<file path="src/rtl/gpu_mem_pkg.sv">
// gpu_mem_pkg: shared definitions for the memory arbiter slice.
//   - default width/count constants for mem_arbiter parameters
//   - ch_state_t: per-channel FSM state encoding
//   - idx_bits(): index width for a pool of n requesters (never below 1)
package gpu_mem_pkg;

    localparam int unsigned DEF_ADDR_BITS     = 8;
    localparam int unsigned DEF_DATA_BITS     = 8;
    localparam int unsigned DEF_NUM_CONSUMERS = 4;
    localparam int unsigned DEF_NUM_CHANNELS  = 1;

    typedef enum logic [2:0] {
        CH_IDLE,
        CH_READ_WAITING,
        CH_WRITE_WAITING,
        CH_READ_RELAYING,
        CH_WRITE_RELAYING
    } ch_state_t;

    function automatic int unsigned idx_bits(input int unsigned n);
        return (n <= 1) ? 1 : $clog2(n);
    endfunction

endpackage

</file>
<file path="src/rtl/rr_picker.sv">
// rr_picker: combinational round-robin selector.
// Ports:
//   i_req   - request mask, one bit per requester
//   i_start - index to start scanning from (scan wraps NUM_REQ-1 -> 0)
//   o_idx   - first requesting index at or after i_start
//   o_valid - at least one request present
module rr_picker #(
    parameter int unsigned NUM_REQ  = 4,
    parameter int unsigned IDX_BITS = 2
) (
    input  logic [NUM_REQ-1:0]  i_req,
    input  logic [IDX_BITS-1:0] i_start,
    output logic [IDX_BITS-1:0] o_idx,
    output logic                o_valid
);

    always_comb begin
        int unsigned w_pos;
        logic        w_found;
        o_idx   = '0;
        o_valid = 1'b0;
        w_found = 1'b0;
        for (int unsigned k = 0; k < NUM_REQ; k++) begin
            w_pos = 32'(i_start) + k;
            if (w_pos >= NUM_REQ) begin
                w_pos = w_pos - NUM_REQ;
            end
            if (!w_found && i_req[w_pos]) begin
                w_found = 1'b1;
                o_idx   = w_pos[IDX_BITS-1:0];
            end
        end
        o_valid = w_found;
    end

endmodule

</file>
<file path="src/rtl/mem_arbiter.sv">
// mem_arbiter: shares NUM_CHANNELS external memory channels among
// NUM_CONSUMERS per-thread load/store request ports.
// Each channel runs IDLE -> *_WAITING -> *_RELAYING -> IDLE. In IDLE it
// claims a requesting, unclaimed consumer round-robin; reads win over writes
// for a consumer asserting both. All outputs are registered.
// Ports:
//   clk, reset                  - clock, synchronous active-high reset
//   consumer_read_*             - per-consumer read request/address/ready/data
//   consumer_write_*            - per-consumer write request/address/data/ready
//   mem_read_*                  - per-channel memory read request/response
//   mem_write_*                 - per-channel memory write request/response
module mem_arbiter
    import gpu_mem_pkg::*;
#(
    parameter int unsigned ADDR_BITS     = DEF_ADDR_BITS,
    parameter int unsigned DATA_BITS     = DEF_DATA_BITS,
    parameter int unsigned NUM_CONSUMERS = DEF_NUM_CONSUMERS,
    parameter int unsigned NUM_CHANNELS  = DEF_NUM_CHANNELS
) (
    input  logic                     clk,
    input  logic                     reset,

    input  logic [NUM_CONSUMERS-1:0] consumer_read_valid,
    input  logic [ADDR_BITS-1:0]     consumer_read_address  [NUM_CONSUMERS],
    output logic [NUM_CONSUMERS-1:0] consumer_read_ready,
    output logic [DATA_BITS-1:0]     consumer_read_data     [NUM_CONSUMERS],

    input  logic [NUM_CONSUMERS-1:0] consumer_write_valid,
    input  logic [ADDR_BITS-1:0]     consumer_write_address [NUM_CONSUMERS],
    input  logic [DATA_BITS-1:0]     consumer_write_data    [NUM_CONSUMERS],
    output logic [NUM_CONSUMERS-1:0] consumer_write_ready,

    output logic [NUM_CHANNELS-1:0]  mem_read_valid,
    output logic [ADDR_BITS-1:0]     mem_read_address       [NUM_CHANNELS],
    input  logic [NUM_CHANNELS-1:0]  mem_read_ready,
    input  logic [DATA_BITS-1:0]     mem_read_data          [NUM_CHANNELS],

    output logic [NUM_CHANNELS-1:0]  mem_write_valid,
    output logic [ADDR_BITS-1:0]     mem_write_address      [NUM_CHANNELS],
    output logic [DATA_BITS-1:0]     mem_write_data         [NUM_CHANNELS],
    input  logic [NUM_CHANNELS-1:0]  mem_write_ready
);

    localparam int unsigned IW = idx_bits(NUM_CONSUMERS);

    ch_state_t               r_state [NUM_CHANNELS];
    logic [IW-1:0]           r_sel   [NUM_CHANNELS];  // consumer owned by channel
    logic [IW-1:0]           r_ptr   [NUM_CHANNELS];  // next round-robin start

    logic [NUM_CONSUMERS-1:0] w_claimed;
    logic [NUM_CONSUMERS-1:0] w_open;
    logic [IW-1:0]            w_gnt_idx [NUM_CHANNELS];
    logic [NUM_CHANNELS-1:0]  w_gnt_ok;

    // A consumer stays claimed from the claim edge until its channel is
    // back in IDLE, so it is derived straight from channel state.
    always_comb begin
        w_claimed = '0;
        for (int unsigned c = 0; c < NUM_CHANNELS; c++) begin
            for (int unsigned k = 0; k < NUM_CONSUMERS; k++) begin
                if (r_state[c] != CH_IDLE && r_sel[c] == IW'(k)) begin
                    w_claimed[k] = 1'b1;
                end
            end
        end
    end

    assign w_open = (consumer_read_valid | consumer_write_valid) & ~w_claimed;

    // Channels pick in index order: each channel sees the open pool minus
    // whatever lower-indexed idle channels grabbed this same cycle.
    for (genvar c = 0; c < NUM_CHANNELS; c++) begin : g_ch
        logic [NUM_CONSUMERS-1:0] w_req;
        logic [IW-1:0]            w_idx;
        logic                     w_hit;
        logic                     w_ok;

        if (c == 0) begin : g_first
            assign w_req = w_open;
        end else begin : g_rest
            assign w_req = g_ch[c-1].w_req &
                           ~(g_ch[c-1].w_ok ? (NUM_CONSUMERS'(1) << g_ch[c-1].w_idx)
                                            : '0);
        end

        rr_picker #(
            .NUM_REQ  (NUM_CONSUMERS),
            .IDX_BITS (IW)
        ) u_pick (
            .i_req   (w_req),
            .i_start (r_ptr[c]),
            .o_idx   (w_idx),
            .o_valid (w_hit)
        );

        assign w_ok         = w_hit && (r_state[c] == CH_IDLE);
        assign w_gnt_idx[c] = w_idx;
        assign w_gnt_ok[c]  = w_ok;
    end

    always_ff @(posedge clk) begin
        if (reset) begin
            consumer_read_ready  <= '0;
            consumer_write_ready <= '0;
            mem_read_valid       <= '0;
            mem_write_valid      <= '0;
            for (int unsigned k = 0; k < NUM_CONSUMERS; k++) begin
                consumer_read_data[k] <= '0;
            end
            for (int unsigned c = 0; c < NUM_CHANNELS; c++) begin
                r_state[c]           <= CH_IDLE;
                r_sel[c]             <= '0;
                r_ptr[c]             <= '0;
                mem_read_address[c]  <= '0;
                mem_write_address[c] <= '0;
                mem_write_data[c]    <= '0;
            end
        end else begin
            for (int unsigned c = 0; c < NUM_CHANNELS; c++) begin
                case (r_state[c])
                    CH_IDLE: begin
                        if (w_gnt_ok[c]) begin
                            r_sel[c] <= w_gnt_idx[c];
                            r_ptr[c] <= (w_gnt_idx[c] == IW'(NUM_CONSUMERS - 1))
                                        ? '0 : w_gnt_idx[c] + IW'(1);
                            if (consumer_read_valid[w_gnt_idx[c]]) begin
                                mem_read_valid[c]   <= 1'b1;
                                mem_read_address[c] <= consumer_read_address[w_gnt_idx[c]];
                                r_state[c]          <= CH_READ_WAITING;
                            end else begin
                                mem_write_valid[c]   <= 1'b1;
                                mem_write_address[c] <= consumer_write_address[w_gnt_idx[c]];
                                mem_write_data[c]    <= consumer_write_data[w_gnt_idx[c]];
                                r_state[c]           <= CH_WRITE_WAITING;
                            end
                        end
                    end
                    // The memory access always completes, even if the
                    // consumer has already dropped its request.
                    CH_READ_WAITING: begin
                        if (mem_read_ready[c]) begin
                            mem_read_valid[c]                <= 1'b0;
                            consumer_read_ready[r_sel[c]]    <= 1'b1;
                            consumer_read_data[r_sel[c]]     <= mem_read_data[c];
                            r_state[c]                       <= CH_READ_RELAYING;
                        end
                    end
                    CH_WRITE_WAITING: begin
                        if (mem_write_ready[c]) begin
                            mem_write_valid[c]               <= 1'b0;
                            consumer_write_ready[r_sel[c]]   <= 1'b1;
                            r_state[c]                       <= CH_WRITE_RELAYING;
                        end
                    end
                    CH_READ_RELAYING: begin
                        if (!consumer_read_valid[r_sel[c]]) begin
                            consumer_read_ready[r_sel[c]]    <= 1'b0;
                            r_state[c]                       <= CH_IDLE;
                        end
                    end
                    CH_WRITE_RELAYING: begin
                        if (!consumer_write_valid[r_sel[c]]) begin
                            consumer_write_ready[r_sel[c]]   <= 1'b0;
                            r_state[c]                       <= CH_IDLE;
                        end
                    end
                    default: begin
                        r_state[c] <= CH_IDLE;
                    end
                endcase
            end
        end
    end

endmodule
</file>
<file path="config.mk">
export PLATFORM = sky130hd
export DESIGN_NAME = mem_arbiter
export DESIGN_NICKNAME = d
export VERILOG_FILES = /design/src/rtl/gpu_mem_pkg.sv /design/src/rtl/rr_picker.sv /design/src/rtl/mem_arbiter.sv
export SDC_FILE = /design/constraint.sdc
export NUM_CORES = 1
export LEC_CHECK = 0
export CORE_ASPECT_RATIO = 1.75
export CORE_MARGIN = 3
export CORE_UTILIZATION = 40
export DETAILED_ROUTE_END_ITERATION = 10
export PLACE_DENSITY = 0.93
export SYNTH_ARGS = -nofsm -noshare
export SYNTH_HDL_FRONTEND = slang
export SYNTH_HIERARCHICAL = 1
export SYNTH_SLANG_ARGS = --single-unit
</file>
<file path="constraint.sdc">
create_clock -name clk -period 4.3 [get_ports clk]
set_input_delay 0.86 -clock clk [delete_from_list [all_inputs] [get_ports clk]]
set_output_delay 0.86 -clock clk [all_outputs]
set_load 0.01 [all_outputs]
</file>
[Word-level counts from Yosys, hierarchy flattened]
Memories as Yosys holds them, arrays and structs flattened.
Index checks and enable logic that the tools add are counted.
Word-level totals
  flip-flop bits (word level): 66
  memory bits (writable): 7
  input bits: 116
  output and inout port bits: 66
  word-level logic and storage cells: 211
  memories: 3
Cells by class
  $add $sub $neg: 8
  order comparisons: 14
  equality and inequality tests: 15
  muxes and demuxes: 112
  bitwise logic cells: 11
  reductions and logical operators: 37
Memories
  r_state: depth 1, width 3, rd ports 1, clocked after Yosys merged registers in 0, wr ports 1, RTL line mem_arbiter.sv:46  | ch_state_t r_state [NUM_CHANNELS];
  r_ptr: depth 1, width 2, rd ports 1, clocked after Yosys merged registers in 0, wr ports 1, RTL line mem_arbiter.sv:48  | logic [IW-1:0] r_ptr [NUM_CHANNELS];
  r_sel: depth 1, width 2, rd ports 1, clocked after Yosys merged registers in 0, wr ports 1, RTL line mem_arbiter.sv:47  | logic [IW-1:0] r_sel [NUM_CHANNELS];
Operators with widths (count)
  $lt A32 B3 Y1 const B: 4
  $mux W32: 4
  $ge A32 B3 Y1 const B: 3
  $sub A32 B3 Y32 const B: 3
  $mux W1: 66
  $mux W8: 7
  $bmux W8 S2: 3
  $bwmux W32: 1
  $mux W3: 7
  $reduce_or A3 Y1: 7
  $demux W8 S2: 1
  $mux W4: 4
  $pmux W4 S2: 2
  $bmux W1 S2: 7
  $mux W2: 7
  $and A4 B4 Y4: 3
  $ne A2 B2 Y1 const B: 6
  $or A4 B4 Y4: 3
  $reduce_and A3 Y1: 4
  $logic_and A1 B1 Y1: 10
  $not A4 Y4: 2
  $reduce_and A4 Y1: 2
  $reduce_bool A2 Y1: 4
  $add A2 B2 Y3 const B: 2
  25 further kinds: 35

[Depth between registers and ports, before layout]
Gate-level depths: netlist of the first run.
An unclocked memory read counts as a cell.
  word-level depth: 33
  gate-level depth with buffers: 14
  depth with buffers taken out: 10

[By module]
The synthesis of the first run kept the hierarchy.
By module, submodules not included
  mem_arbiter: times used 1, cells an instance 342, area each 3435.8 µm², seq. area each 1531.5 µm²
  rr_picker: times used 1, cells an instance 15, area each 77.6 µm², seq. area each 0.0 µm²

[Worst setup path after synthesis of the first run]
No wires, ideal clock.
  path type: reg2reg
  start point: memory r_state[0][0] (netlist name)
  end point: memory r_state[0][1] (netlist name) (data pin)
  setup time: 141 ps
  arrival time: 3039 ps
  data required time: 4159 ps
  setup slack: 1121 ps
  stages on the path, launching flop included: 12
  buffers on the path: 3
  period minus slack after synthesis: 3179 ps
  cells stage by stage: edfxtp_1 nor3_1 o22a_1 inv_1 a221o_1 a21oi_1 buf_2 mux4_2 or2_1 buf_6 buf_8 a21oi_2
On the way
  cells in the longest elaborated chain, start to end: 32
  elaborated cells between the ends (all ways): 75
  classes of those cells: eq/ne (4); mux (48); bitwise (2); reduce/logical (20); memory (1)
Ends and longest elaborated chain
  start, declared: RTL line mem_arbiter.sv:46
  $mem_v2 Z1 W3 (*)
  $reduce_bool A3 Y1 (*): RTL line mem_arbiter.sv:61  | if (r_state[c] != CH_IDLE && r_sel[c] == IW'(k)) begin
  $logic_and A1 B1 Y1 (*): RTL line mem_arbiter.sv:61
  $mux W1 (*): RTL line mem_arbiter.sv:61
  $not A4 Y4 (*): RTL line mem_arbiter.sv:68  | assign w_open = (consumer_read_valid | consumer_write_valid) & ~w_claimed;
  $and A4 B4 Y4 (*): RTL line mem_arbiter.sv:68
  net g_ch[0].w_req[1]: RTL line mem_arbiter.sv:73  | logic [NUM_CONSUMERS-1:0] w_req;
  $bmux W1 S2: RTL line rr_picker.sv:28  | if (!w_found && i_req[w_pos]) begin
  [... 11 more ...]
  net g_ch[0].w_idx[0]: RTL line mem_arbiter.sv:74  | logic [IW-1:0] w_idx;
  [... 1 more ...]
  $mux W1 (implied by the code) (*): RTL line mem_arbiter.sv:126  | if (consumer_read_valid[w_gnt_idx[c]]) begin
  $mux W1 (*): RTL line mem_arbiter.sv:126
  $mux W1 (*): RTL line mem_arbiter.sv:122  | if (w_gnt_ok[c]) begin
  $mux W1 (*): RTL line mem_arbiter.sv:120  | case (r_state[c])
  $mux W1 (*): RTL line mem_arbiter.sv:102  | if (reset) begin
  $mux W1 (implied by the code) (*): RTL line mem_arbiter.sv:134  | r_state[c] <= CH_WRITE_WAITING;
  $reduce_or A3 Y1 (no line) (*)
  $mux W3 (no line) (*) (6 in series)
The timed path passes the listed nets; every way through them passes the cells marked *. The select of a mux whose other input is x is not followed.

[Final worst setup path of the first run]
  start point: memory r_state[0][0] (netlist name)
  end point: register mem_read_address[4] (netlist name)
On the way
  cells in the longest elaborated chain, start to end: 22
  elaborated cells between the ends (all ways): 43
  classes of those cells: mux (25); bitwise (3); reduce/logical (14); memory (1)
Ends and longest elaborated chain
  $mem_v2 Z1 W3 (*)
  $reduce_bool A3 Y1 (*): RTL line mem_arbiter.sv:61
  $logic_and A1 B1 Y1 (*): RTL line mem_arbiter.sv:61
  $mux W1 (*): RTL line mem_arbiter.sv:61
  $not A4 Y4 (*): RTL line mem_arbiter.sv:68
  $and A4 B4 Y4 (*): RTL line mem_arbiter.sv:68
  net g_ch[0].w_req[1]: RTL line mem_arbiter.sv:73
  $bmux W1 S2: RTL line rr_picker.sv:28
  [... 7 more ...]
  $mux W1: RTL line rr_picker.sv:28
  $logic_not A1 Y1: RTL line rr_picker.sv:28
  $logic_and A1 B1 Y1: RTL line rr_picker.sv:28
  $mux W2 (*): RTL line rr_picker.sv:28
  net g_ch[0].w_idx[0]: RTL line mem_arbiter.sv:74
  $not A2 Y3 (implied by the code): RTL line mem_arbiter.sv:128  | mem_read_address[c] <= consumer_read_address[w_gnt_idx[c]];
  $bmux W8 S2: RTL line mem_arbiter.sv:128
  $mux W8 (implied by the code) (2 in series): RTL line mem_arbiter.sv:128
  end signal, assigned by index: RTL line mem_arbiter.sv:128
  end, declared: RTL line mem_arbiter.sv:34  | output logic [ADDR_BITS-1:0] mem_read_address [NUM_CHANNELS],
Marks and branches as above.
A chain may end at the register's enable or synchronous reset.

==> results.sh, run 1 <==
export IMPL_status="complete, no violations"
export IMPL_track_usage_pct=22.3
export IMPL_crit_required_ns=4.49
export IMPL_final_area_um2=5680
export IMPL_clkTransAtPathRegs_ns=0.06
export IMPL_cts_max_path_buffers=2
export IMPL_synthFlopType="dfxtp_1"
export IMPL_ys_seq_area_share_pct=43.6
export IMPL_postRouteAntennaNets=0
export IMPL_tightest_slew_ns=0.870
export IMPL_post_cts_repair_setup_buffers=0
export IMPL_wl_um=11100
export IMPL_start_kind="flip-flop"
export IMPL_nets=644
export IMPL_hold_violations=0
export IMPL_dp_cells=631
export IMPL_rsz0062_at_grt="false"
export IMPL_cts_tree="yes"
export IMPL_drc=0
export IMPL_drt_first_pass_iters=4
export IMPL_postPlaceCellArea_um2=5380
export IMPL_period_needed_ns=3.42
export IMPL_criticalPathCategory="flip-flop to flip-flop"
export IMPL_sequentialPowerShare_pct=29.6
export IMPL_fin_skew_ns=0.00531
export IMPL_comb_power_share_pct=48.4
export IMPL_worst_path_max_delay_cell="mux4_2"
export IMPL_ys_seq_elements=73
export IMPL_fin_setup_tns_ns=0
export IMPL_ys_types=44
export IMPL_netlist_area_leader_share_pct=37.6
export IMPL_ir_drop_v=0.000327
export IMPL_chipHeight_um=130
export IMPL_multi_input_area_um2=1840
export IMPL_endpoint_kind="flip-flop"
export IMPL_cap_viol_max_count=0
export IMPL_die_x_um=76.8
export IMPL_die_area_um2=9990
export IMPL_yosysTopAreaCell="dfxtp_1"
export IMPL_clock_sinks=73
export IMPL_syn_nets=474
export IMPL_final_common_cell="clkdlybuf4s50_1"
export IMPL_finalCritPeriodShare_pct=79.5
export IMPL_cts_root_buf="clkbuf_16"
export IMPL_grt_pass1_vias=3718
export IMPL_final_cell_mix="clkdlybuf4s50_1 (180), nand2_1 (72), dfxtp_1 (66), a21oi_1 (50), mux4_2 (27)"
export IMPL_setup_viol=0
export IMPL_slew_viol_final=0
export IMPL_io_buffer_count=181
export IMPL_regArea_um2=1530
export IMPL_via_per_inst=5.36
export IMPL_grt_overflow_total=0
export IMPL_drt_iter0_markers=317
export IMPL_async_reset_ff_share_pct=0
export IMPL_numCtsBuffers=9
export IMPL_netlist_instances=357
export IMPL_cellPowerDensity_nw_per_um2=595
export IMPL_grt_pass1_wl_um=17500
export IMPL_layoutNonFillerInstCount=647
export IMPL_fmax_ghz=0.292
export IMPL_syn_area_um2=3510
export IMPL_netlist_top_cells_area="dfxtp_1 (38%), mux4_2 (17%), nand2_1 (7.7%)"
export IMPL_slew_headroom_pct=41.9
export IMPL_max_stage_delay_ns=0.57
export IMPL_area_delta_synth_final_pct=61.7
export IMPL_clock_latency_ns=0.33
export IMPL_vias=3468
export IMPL_diodes=0
export IMPL_grt_max_degree=41
export IMPL_hold_buffers=0
export IMPL_nFillCells=628
export IMPL_gp_congestion=0.818
export IMPL_min_path_type="flip-flop to flip-flop"
export IMPL_p_sw_share_pct=35.4
export IMPL_utilization_pct=67.4
export IMPL_wl_per_cell_um=17.1
export IMPL_core_area_um2=8420
export IMPL_io_pins=182
export IMPL_drive_gt1_share_pct=10.9
export IMPL_fp_row_count=44
export IMPL_p_switching_uw=1200
export IMPL_clkPwrFrac_pct=22.1
export IMPL_post_cts_resized=0
export IMPL_antenna_found_initial=0
export IMPL_critPathMaxFanout=10
export IMPL_post_dp_hpwl_um=8600
export IMPL_initial_core_util_pct=41.7
export IMPL_synth_edf_count=7
export IMPL_p_int_uw=2180
export IMPL_cp_cell_sequence="nor3_1 -> o22a_1 -> inv_1 -> a221o_1 -> a21oi_4 -> mux4_2 -> nand3_1 -> mux2i_1 -> nor2_1"
export IMPL_avgSynthCellArea_um2=9.84
export IMPL_cts_max_level=3
export IMPL_p_leak_uw=0.00199
export IMPL_arrival_ns=3.61
export IMPL_yosys_warnings=6
-- kinds of logic after synthesis --
kind of cell	synth area share (%)
compound gates	12.0
simple gates	17.6
flops	43.6
buf+inv	4.59
fa+ha+maj	0.356
mux	21.9
-- worst paths after layout --
path | startpoint | endpoint | slack (ns) | depth (start not counted)
setup reg to reg | r_state[0][0] | mem_read_address[4] | 0.88 | 9
hold reg to reg | consumer_read_data[30] | consumer_read_data[30] | 0.45 | 2
hold / removal | consumer_read_data[30] | consumer_read_data[30] | 0.45 | 2
setup / recovery | r_state[0][0] | mem_read_address[4] | 0.88 | 9
-- stage by stage --
stage / worst slack, ns / total power, uW / hold WS [ns]
floorplan: 1.12 / 2090 / 0.478
global placement: 0.700 / 2570 / 0.442
detailed placement: 0.574 / 2640 / 0.449
CTS: 0.879 / 3410 / 0.457
global route: 0.743 / 3590 / 0.477
finish: 0.880 / 3380 / 0.454
-- Yosys cell counts (2+ instances only) --
library cell	count
clkbuf_1	16
o21ai_0	3
mux2i_1	16
a211oi_1	4
o22a_1	2
a21oi_2	2
buf_4	2
edfxtp_1	7
nor2b_1	3
inv_1	7
mux4_2	27
buf_2	6
nor2_1	22
o32a_1	2
nand3b_1	2
dfxtp_1	66
nand2b_1	3
a21oi_1	52
nand2_1	72
nand3_1	18
nor3b_1	2
-- critical path, delay by kind of cell, from the launching register on --
kind,cells,cell delay [ns]
mux,2,0.87
flops,1,0.50
buf+inv,1,0.07
compound gates,3,0.83
simple gates,3,1.02
-- final cells by class --
type,instances,area share (%)
Clock buffer,10,4.21
Clock inverter,6,1.12
Inverter,8,0.529
Multi-Input combinational cell,250,32.3
Sequential cell,73,27.0
Tap cell,115,2.53
Timing Repair Buffer,185,32.3
-- metal layers --
layer | part of all wire (%) | vias to the layer above | GRT usage, %
li1 | - | 1635 | -
met1 | 32 | 1625 | 20.7
met2 | 57 | 177 | 43.7
met3 | 6.7 | 31 | 5.32
met4 | 3.9 | 0 | 13.0
met5 | 0 | - | 0
-- power groups by stage --
| stage | clock network (uW) | logic, uW | registers, uW |
|---|---|---|---|
| 2_1_floorplan | 0 | 1060 | 1030 |
| 3_3_place_gp | 0 | 1580 | 998 |
| 3_5_place_dp | 0 | 1640 | 1010 |
| 4_1_cts | 758 | 1650 | 997 |
| 5_1_grt | 789 | 1780 | 1020 |
| 6_report | 746 | 1640 | 999 |
Note: power is estimated with default switching activity, not from simulation.
==> run 2: changes to the inputs <==
clock period = 3.3 ns   (was 4.3 ns; I/O delays follow)
==> run 2 against run 1 <==
Die area stayed put. Register-to-register slack worse by 0.53 ns. Global-route usage is 0.50 points higher. Sequential power is 30% higher. Sequential share of layout area is 0.68 points lower. Non-clock buffer count is 11 higher. Combinational power is 43% higher. Total power is 39% higher. Clock-buffer cell count is 1 higher. Worst setup slack worse by 0.54 ns. Worst hold slack worse by 0.0021 ns. Critical path type is now primary input to flip-flop. Critical endpoint is now mem_write_address[5]. Largest power group unchanged. Highest routed layer unchanged.
==> results.sh, run 2 (same netlist as run 1, synthesis figures left out) <==
export IMPL_r2r_start="r_state[0][1]"
export IMPL_fp_row_count=44
export IMPL_slew_viol_final=0
export IMPL_grt_pass1_vias=3723
export IMPL_fmax_ghz=0.338
export IMPL_power_uw=4700
export IMPL_die_x_um=76.8
export IMPL_r2r_end="mem_write_address[5]"
export IMPL_hold_ws_ns=0.452
export IMPL_numCtsBuffers=9
export IMPL_setup_viol=0
export IMPL_final_common_cell="clkdlybuf4s50_1"
export IMPL_hold_violations=0
export IMPL_post_cts_resized=0
export IMPL_ir_drop_v=0.000634
export IMPL_crit_required_ns=3.56
export IMPL_regArea_um2=1530
export IMPL_cts_root_buf="clkbuf_16"
export IMPL_cts_tree="yes"
export IMPL_postRouteAntennaNets=0
export IMPL_criticalPathCategory="primary input to flip-flop"
export IMPL_hold_buffers=0
export IMPL_grt_pass1_wl_um=17900
export IMPL_p_leak_uw=0.00206
export IMPL_period_needed_ns=2.96
export IMPL_drt_first_pass_iters=4
export IMPL_drive_gt1_share_pct=12.5
export IMPL_nets=655
export IMPL_status="complete, no violations"
export IMPL_clock_latency_ns=0.33
export IMPL_nFillCells=627
export IMPL_cts_max_path_buffers=2
export IMPL_area_delta_synth_final_pct=65.8
export IMPL_grt_overflow_total=0
export IMPL_final_cell_mix="clkdlybuf4s50_1 (180), nand2_1 (72), dfxtp_1 (66), a21oi_1 (50), mux4_2 (27)"
export IMPL_post_dp_hpwl_um=9000
export IMPL_core_area_um2=8420
export IMPL_endpoint_kind="flip-flop"
export IMPL_die_area_um2=9990
export IMPL_rsz0062_at_grt="false"
export IMPL_chipHeight_um=130
export IMPL_antenna_found_initial=0
export IMPL_cellPowerDensity_nw_per_um2=807
export IMPL_whs_endpoint="consumer_read_data[31]"
export IMPL_r2r_cells=10
export IMPL_multi_input_area_um2=1840
export IMPL_wl_um=11500
export IMPL_grt_max_degree=57
export IMPL_tightest_slew_ns=0.804
export IMPL_post_cts_repair_setup_buffers=0
export IMPL_drt_iter0_markers=286
export IMPL_postPlaceCellArea_um2=5500
export IMPL_via_per_inst=5.38
export IMPL_clkTransAtPathRegs_ns=0.05
export IMPL_critPathMaxFanout=16
export IMPL_track_usage_pct=22.8
export IMPL_final_area_um2=5830
export IMPL_fin_skew_ns=0.00737
export IMPL_finalCritPeriodShare_pct=89.6
export IMPL_start_kind="primary input"
export IMPL_drc=0
export IMPL_hp_start="consumer_read_data[31]"
export IMPL_cts_max_level=3
export IMPL_initial_core_util_pct=41.7
export IMPL_min_path_type="flip-flop to flip-flop"
export IMPL_io_pins=182
export IMPL_diodes=0
export IMPL_clock_sinks=73
export IMPL_slew_headroom_pct=46.3
export IMPL_io_buffer_count=181
export IMPL_arrival_ns=3.21
export IMPL_vias=3533
export IMPL_gp_congestion=0.908
export IMPL_cap_viol_max_count=0
export IMPL_r2r_slack_ns=0.35
export IMPL_whs_path_depth=2
export IMPL_wl_per_cell_um=17.6
==> run 2: cell count changes in the layout (fill, tap and decap cells not counted), sizes merged <==
cell	before	now
buf	5	16
bufinv	1	2
clkbuf	10	11
inv	10	8
clkinv	3	1
clkinvlp	0	1
==> run 2: worst max path at each step <==
stage | slack [ns] | cells after the start | endpoint | startpoint
after floorplan | 0.12 | 11 | r_state[0][1] | r_state[0][0]
after global placement | 0.11 | 10 | mem_write_address[3] | consumer_write_valid[1]
after detailed placement | -0.004 | 10 | mem_write_address[5] | consumer_write_valid[1]
after CTS | 0.34 | 10 | mem_write_address[5] | r_state[0][0]
after global routing | 0.12 | 10 | mem_write_data[7] | r_state[0][0]
final | 0.34 | 10 | mem_write_address[5] | consumer_read_valid[1]
==> run 2: area by class of cell <==
type	instances	area share [%]
timing repair buffer	196	33.6
multi-input combinational	250	31.5
sequential	73	26.3
clock buffer	11	4.34
tap	115	2.47
clock inverter	4	1.31
inverter	8	0.515
==> run 2: where the power goes <==
group	leakage (uW)	total, uW	switching, uW	internal (uW)
sequential	0.000613	1300	168	1130
combinational	0.00129	2350	1080	1270
clock	0.000158	1060	360	699
total	0.00206	4700	1600	3100
==> run 2: metrics by stage <==
step	setup WS, ns	instances	setup TNS [ns]	utilization, %
after floorplan	0.121	357	0	-
final	0.345	657	0	69.2
after global placement	0.106	642	0	65.3
after detailed placement	-0.00414	642	-0.00414	65.3
after CTS	0.339	657	0	69.2
after global routing	0.122	657	0	69.2
==> run 2: per-layer routing <==
layer | up-vias | wire length (um) | track usage [%]
met2 | 169 | 6610 | 45.3
met3 | 34 | 668 | 4.56
met1 | 1678 | 3850 | 22.3
met5 | - | 0 | 0
met4 | 0 | 413 | 10.8
li1 | 1652 | - | -
==> run 2: critical path: stages <==
cell	delay [ns]
clkdlybuf4s50_1	0.49
o22a_1	0.18
inv_1	0.06
a221o_1	0.38
a21oi_4	0.18
mux4_2	0.55
buf_4	0.16
nor2_4	0.29
nand2_1	0.09
a21oi_1	0.15
==> run 3: changes to the inputs <==
CAP_MARGIN = 20   (was not set)
==> results of run 3 <==
The final DEF is identical to that of run 2; final timing and power are the same.
